===== src/rtl/op_sequencer.sv =====
// Micro-sequencer that expands one ALU instruction into the bus-drive and
// load-enable control steps of a single-bus datapath (IDLE/LDY/EXEC/WBLO/WBHI).
module op_sequencer #(
  parameter int NREGS      = 16,
  parameter int RW         = $clog2(NREGS),
  parameter bit PROTECT_R0 = 1'b1
) (
  input  logic             Clock,
  input  logic             Clear,
  input  logic             start,
  input  logic [3:0]       opcode,
  input  logic [RW-1:0]    ra,
  input  logic [RW-1:0]    rb,
  input  logic [RW-1:0]    rc,
  output logic [NREGS-1:0] Rout,
  output logic             ZHIout,
  output logic             ZLOout,
  output logic             Yin,
  output logic             ZHIin,
  output logic             ZLOin,
  output logic             HIin,
  output logic             LOin,
  output logic [NREGS-1:0] Rin,
  output logic [12:0]      alu_op,
  output logic             busy,
  output logic             done,
  output logic             err
);

  typedef enum logic [2:0] {
    IDLE = 3'd0,
    LDY  = 3'd1,
    EXEC = 3'd2,
    WBLO = 3'd3,
    WBHI = 3'd4
  } state_t;

  localparam logic [3:0] OP_MUL = 4'd9;
  localparam logic [3:0] OP_DIV = 4'd10;
  localparam logic [3:0] OP_NEG = 4'd11;
  localparam logic [3:0] OP_NOT = 4'd12;

  localparam logic [NREGS-1:0] ONE_HOT_BASE = {{(NREGS-1){1'b0}}, 1'b1};

  state_t        state_q, state_d;
  logic [3:0]    opcode_q, opcode_d;
  logic [RW-1:0] ra_q, ra_d;
  logic [RW-1:0] rb_q, rb_d;
  logic [RW-1:0] rc_q, rc_d;
  logic          err_q, err_d;

  logic in_illegal;
  logic in_unary;
  logic op_unary;
  logic op_muldiv;
  logic rc_protected;

  assign in_illegal   = (opcode > OP_NOT);
  assign in_unary     = (opcode == OP_NEG) || (opcode == OP_NOT);
  assign op_unary     = (opcode_q == OP_NEG) || (opcode_q == OP_NOT);
  assign op_muldiv    = (opcode_q == OP_MUL) || (opcode_q == OP_DIV);
  assign rc_protected = PROTECT_R0 && (rc_q == '0);

  always_ff @(posedge Clock or posedge Clear) begin
    if (Clear) begin
      state_q  <= IDLE;
      opcode_q <= '0;
      ra_q     <= '0;
      rb_q     <= '0;
      rc_q     <= '0;
      err_q    <= 1'b0;
    end else begin
      state_q  <= state_d;
      opcode_q <= opcode_d;
      ra_q     <= ra_d;
      rb_q     <= rb_d;
      rc_q     <= rc_d;
      err_q    <= err_d;
    end
  end

  // Fields are captured only on acceptance so later input changes cannot disturb a running instruction.
  always_comb begin
    state_d  = state_q;
    opcode_d = opcode_q;
    ra_d     = ra_q;
    rb_d     = rb_q;
    rc_d     = rc_q;
    err_d    = 1'b0;
    case (state_q)
      IDLE: begin
        if (start) begin
          if (in_illegal) begin
            err_d = 1'b1;
          end else begin
            opcode_d = opcode;
            ra_d     = ra;
            rb_d     = rb;
            rc_d     = rc;
            state_d  = in_unary ? EXEC : LDY;
          end
        end
      end
      LDY:     state_d = EXEC;
      EXEC:    state_d = WBLO;
      WBLO:    state_d = op_muldiv ? WBHI : IDLE;
      WBHI:    state_d = IDLE;
      default: state_d = IDLE;
    endcase
  end

  // Outputs decode only registered state, so IDLE (and therefore reset) drives everything low.
  always_comb begin
    Rout   = '0;
    Rin    = '0;
    ZHIout = 1'b0;
    ZLOout = 1'b0;
    Yin    = 1'b0;
    ZHIin  = 1'b0;
    ZLOin  = 1'b0;
    HIin   = 1'b0;
    LOin   = 1'b0;
    alu_op = '0;
    done   = 1'b0;
    busy   = (state_q != IDLE);
    err    = err_q;
    case (state_q)
      LDY: begin
        Rout = ONE_HOT_BASE << ra_q;
        Yin  = 1'b1;
      end
      EXEC: begin
        Rout   = ONE_HOT_BASE << (op_unary ? ra_q : rb_q);
        alu_op = 13'd1 << opcode_q;
        ZLOin  = 1'b1;
        ZHIin  = op_muldiv;
      end
      WBLO: begin
        ZLOout = 1'b1;
        if (op_muldiv) begin
          LOin = 1'b1;
        end else begin
          Rin  = rc_protected ? '0 : (ONE_HOT_BASE << rc_q);
          done = 1'b1;
        end
      end
      WBHI: begin
        ZHIout = 1'b1;
        HIin   = 1'b1;
        done   = 1'b1;
      end
      default: ;
    endcase
  end

endmodule


===== config.mk =====
export PLATFORM = sky130hd
export DESIGN_NAME = op_sequencer
export DESIGN_NICKNAME = d
export VERILOG_FILES = /design/src/rtl/op_sequencer.sv
export SDC_FILE = /design/constraint.sdc
export NUM_CORES = 1
export LEC_CHECK = 0
export CAP_MARGIN = 20
export CORE_UTILIZATION = 35
export DETAILED_ROUTE_END_ITERATION = 6
export PLACE_DENSITY = 0.81
export SYNTH_ARGS = -nofsm -noshare
export SYNTH_HDL_FRONTEND = slang
export SYNTH_SLANG_ARGS = --single-unit

===== constraint.sdc =====
create_clock -name Clock -period 2.1 [get_ports Clock]
set_input_delay 0.315 -clock Clock [delete_from_list [all_inputs] [get_ports Clock]]
set_output_delay 0.315 -clock Clock [all_outputs]
set_load 0.02 [all_outputs]

**Word level (Yosys, flattened, before mapping)**

Cells that the tools add are included.

- Order comparisons: 1
- Reduce and logical (&&, ||, !) cells: 8
- Add/sub/neg operators: 0
- Shift-type cells: 4
- Bitwise logic cells: 1
- Equal/unequal tests: 12
- Multiplexer cells: 23
- Multipliers: 0
- Div/mod/pow operators: 0

Operator list:

| cell | count |
|---|---|
| two-way mux 16 bit | 3 |
| << shifter 1 x 4 -> 16 bit (first input constant) | 3 |
| one-hot mux 16 bit (2 select lines) | 1 |
| equality test 4 bit (second input constant) | 6 |
| two-way mux 13 bit | 1 |
| << shifter 1 x 4 -> 13 bit (first input constant) | 1 |
| one-hot mux 3 bit (4 select lines) | 1 |
| two-way mux 1 bit | 11 |
| two-way mux 3 bit | 3 |
| equality test 3 x 2 -> 1 bit (second input constant) | 2 |
| > comparator 4 bit (second input constant) | 1 |
| zero test 4 bit | 1 |
| two-way mux 4 bit | 1 |
| inequality test 2 bit (second input constant) | 2 |
| equality test 3 x 1 -> 1 bit (second input constant) | 1 |
| equality test 3 bit (second input constant) | 1 |
| zero test 3 bit | 1 |
| logical OR 1 bit | 3 |
| AND reduction 3 bit | 1 |
| nonzero test 3 bit | 1 |
| two-way mux 2 bit | 1 |
| one-hot mux 1 bit (2 select lines) | 1 |
| AND reduction 2 bit | 1 |
| inverter 1 bit | 1 |

- Bits in read-only memories: 0
- Bits in writable memories: 0
- Register bits after elaboration: 20
- Bits in latches: 0
- Memories: 0
- Output and inout port bits: 55
- Word-level logic and storage cells: 55

**Depth between registers and ports, before layout**

- Word-level depth: 6
- Depth in mapped cells: 7

**Least setup slack after synthesis**

Ideal clock, no wire load.

- Kind: flip-flop to output port
- From: register state_q[0]
- To: output port Rout[8]
- Cell stages (with the launch flop): 7
- Required time: 1785 ps
- Data arrival time: 1973 ps
- Slack: -188 ps
- Cells stage by stage: dfrtp_1 > nand2b_1 > or2_4 > clkinv_4 > o311ai_4 > o221a_2 > nor3b_1

- Longest elaborated chain between the ends: 2
- Elaborated cells on any way between the ends: 3
- Those cells by class: eq/ne (2); mux (1)

RTL lines:

| item | RTL line | RTL |
|---|---|---|
| from (decl) | 45 | `state_t state_q, state_d;` |
| from (signal assigned) | 73 | `state_q <= state_d;` |
| equality test 3 x 2 -> 1 bit / equality test 3 x 1 -> 1 bit (equally long branches) | 127 | `case (state_q)` |
| one-hot mux 16 bit (2 select lines) (*) | 127 |  |
| to (decl) | 15 | `output logic [NREGS-1:0] Rout,` |

Every way passes the cells marked *; elsewhere a longest branch is shown, timed or not.

**Final worst setup path**

- From: register state_q[0]
- To: output port Rout[9]

The elaborated chain is that of the path after synthesis.

==> qor.log <==
qor: status.run_status complete, but fails checks
qor: status.violations negative setup slack
qor: setup_path.critical_path.endpoint_type output pin
qor: synth.synth_seq_cells 20
qor: setup_path.data_required_time_of_the_worst_path 1.78 ns
qor: cells_and_area.layout-drive-gt1-share 54.9%
qor: timing.setup_viol 31
qor: timing.post-route-worst-setup-slack -0.345 ns
qor: flow_run.drv.max_cap_violation_count 0
qor: cells_and_area.register_area 502 um2
qor: global_routing.groute.usage.overall 20.2%
qor: timing.finalWorstPathRequiredPeriod 2.44 ns
qor: synth.seq_area_frac_synth 34.8%
qor: cells_and_area.multi_input_area 0.00114 mm2
qor: synth.synthArstFlopShare 100%
qor: clocking.path_clk_slew 0.08 ns
qor: cells_and_area.antenna_cells 0
qor: timing.slew_violations 0
qor: clocking.tritoncts done
qor: synth.synth_enable_flop_cells 0
qor: clocking.clk_path_buf_depth 2
qor: synth.synthTopCellsByArea dfrtp_1 (35%), mux2_1 (7.8%), nor2_1 (6.5%), mux2_2 (5.5%), nor3_1 (4.9%)
qor: pwr.report.power.total 4120 uW
qor: global_routing.grt_pass1_wl 6780 um
qor: clocking.htreeDepth 1
qor: pwr.static-leakage-power 0.00121 uW
qor: route.drt_first_iter_violations 37
qor: placed_design.count_of_port_buffers_added_during_placement 72
qor: floorplan.number_of_placed_i_o_pins 74
qor: setup_path.crit_path_start state_q[0]
qor: setup_path.startpoint_type flop
qor: setup_path.rr_startpoint state_q[2]
qor: pwr.worst_ir_drop_vdd 0.000729 V
qor: timing.finalCritPeriodShare 116%
qor: floorplan.floorplan.die.height 66.1 um
qor: floorplan.core_region_area 0.00380 mm2
qor: timing.fmax 0.409 GHz
qor: synth.synth_flop_cell dfrtp_1
qor: timing.fin_worst_hold_slack 0.381 ns
qor: route.ant_nets 0
qor: floorplan.die_w 66.1 um
qor: route.route.detailed.wl_per_inst 14.9 um
qor: synth.synth_cell_type_count 40
qor: min_path.worst_hold_path_type primary input to asynchronous set/reset pin
qor: synth.postSynthAreaPerCell 9.09 um2
qor: synth.netlist_top_cells_count nor2_1 (25), dfrtp_1 (20), nor3_1 (14)
qor: floorplan.start_util 37.8%
qor: global_routing.grt_max_degree 21
qor: clocking.tritoncts_buffer_count 3
qor: placed_design.place.detailed.hpwl 2980 um
qor: pwr.powerDensity 1510 mW/mm2
qor: synth.yosysMostFrequentCell nor2_1
qor: cells_and_area.layoutNonFillerInstCount 314
qor: placed_design.globalplace.congestion 0.798
qor: setup_path.critical_path_peak_fanout 8
qor: setup_path.cp_data_arrival_time 2.13 ns
qor: synth.post-synth-top-area-cell dfrtp_1
qor: floorplan.num_rows 22
qor: cells_and_area.area_growth_from_synthesis_to_layout 89.8%
qor: route.route.final.wire_length 4670 um
qor: route.detailroute.via_count 1606
qor: placed_design.post-place-cells 296
qor: timing.rsz0062_at_grt true
qor: clocking.clkSinkCount 20
qor: floorplan.fp.dieArea 0.00436 mm2
qor: cells_and_area.finalNetCount 286
qor: global_routing.first_global_vias 1484
qor: clocking.cts.root.buffer_cell clkbuf_8
qor: timing.report.final.hold_viol_count 0
qor: clocking.insertion_delay_of_the_later_clocked_pin_in_the_worst_skew_pair 0.25 ns
qor: route.drtPass1Iterations 4
qor: setup_path.worst-setup-path-type flop to output pin
qor: synth.synth.cell_area 0.00144 mm2
qor: synth.syn-num-nets 177
qor: global_routing.initial_antenna_violation_count 0
qor: cells_and_area.fillers 306
qor: synth.syn_inst 158
qor: timing.post_route_clock_skew 0.00181 ns
qor: synth.ys.warnings.count 0
qor: synth.synth.top_cell.area_share 34.8%
qor: route.drt-vias-per-instance 5.11
qor: global_routing.grt_remaining_overflow 0
qor: route.drc 0
==> power breakdown <==
group	switching (uW)	leakage [uW]	total [uW]	internal (uW)
registers	264	0.000240	834	570
logic	1490	0.000934	2910	1420
clock network	126	0.0000357	380	254
==> placed cells by master, fill, tap and decap left out, drive strengths merged, types with 2 or more instances in the layout <==
| master | count |
|---|---|
| a21oi | 2 |
| buf | 84 |
| clkbuf | 5 |
| clkdlybuf4s50 | 19 |
| dfrtp | 20 |
| dlygate4sd2 | 6 |
| inv | 6 |
| mux2 | 17 |
| mux2i | 4 |
| nand2 | 12 |
| nand2b | 7 |
| nand3 | 2 |
| nand3b | 3 |
| nor2 | 25 |
| nor2b | 5 |
| nor3 | 15 |
| nor3b | 10 |
| nor4 | 3 |
| o211ai | 2 |
| o221a | 2 |
| or2 | 3 |
| or3 | 2 |
==> logic make-up (layout without fill, tap and decap cells) <==
group / count (synthesis) / count (layout) / share of synthesized area, %
muxes: 21 / 21 / 16.4
DFF: 20 / 20 / 34.8
other: 1 / 1 / 0.261
buffers and inverters: 14 / 122 / 6.18
xor gates and xnor gates: 1 / 1 / 0.610
and+or+nand+nor: 90 / 90 / 34.3
AOI/OAI and AO/OA: 11 / 11 / 7.40
==> per-layer routing <==
| metal | up-vias | routed length [um] | track usage (%) |
|---|---|---|---|
| met1 | 758 | 1770 | 23.3 |
| met5 | - | 0 | 0 |
| met2 | 70 | 2510 | 38.3 |
| met3 | 10 | 285 | 2.93 |
| met4 | 0 | 99 | 5.59 |
| li1 | 768 | - | - |
==> critical path: stages (launching register included) <==
cell	delay, ns
dfrtp_1	0.38
nand2b_4	0.14
or2_4	0.24
clkinv_4	0.06
o311ai_4	0.13
buf_4	0.18
o221a_4	0.34
nor3b_2	0.22
buf_4	0.18
==> sequential cells by signal, indices dropped and copies added, names as in the netlist <==
name and cells:
ra_q 4, rc_q 4, state_q 3, opcode_q 4, rb_q 4, err 1
==> per-stage QoR <==
step                      setup slack [ns]  area (um2)  utilization (%)  setup TNS, ns
final                               -0.345        2730             71.8          -5.79
after global routing                -0.419        2730             71.8          -8.23
after CTS                           -0.202        2550             67.0          -2.71
after detailed placement            -0.446        2390             63.0         -10.96
after global placement              -0.359        2390             63.0          -9.41
after floorplan                     -0.188        1470                -          -1.15
==> layout make-up <==
cell class | instances | area share [%]
timing repair buffer | 111 | 33.8
clock buffer | 3 | 1.51
inverter | 7 | 1.24
multi-input combinational | 124 | 41.7
clock inverter | 1 | 1.10
sequential | 20 | 18.4
tap | 48 | 2.20
==> what timing repair did <==
item | in CTS | in global routing
resized for setup | 239 | 65
buffers inserted | 5 | 10
pin swaps | 5 | 19
setup endpoints to repair | 50 | 42
gates cloned | 1 | 0
hold buffers | 0 | 0
==> path summary, 6_finish.rpt <==
kind | depth (start not counted) | to | slack (ns)
max reg2reg | 6 | opcode_q[3] | 0.16
min | 3 | rc_q[1] | 0.38
max | 8 | Rout[9] | -0.34
min in group Clock | 1 | rb_q[2] | 0.55
max in group asynchronous | 3 | opcode_q[2] | 1.49
min reg2reg | 1 | rb_q[2] | 0.55
Power figures use the tool's default switching activity.
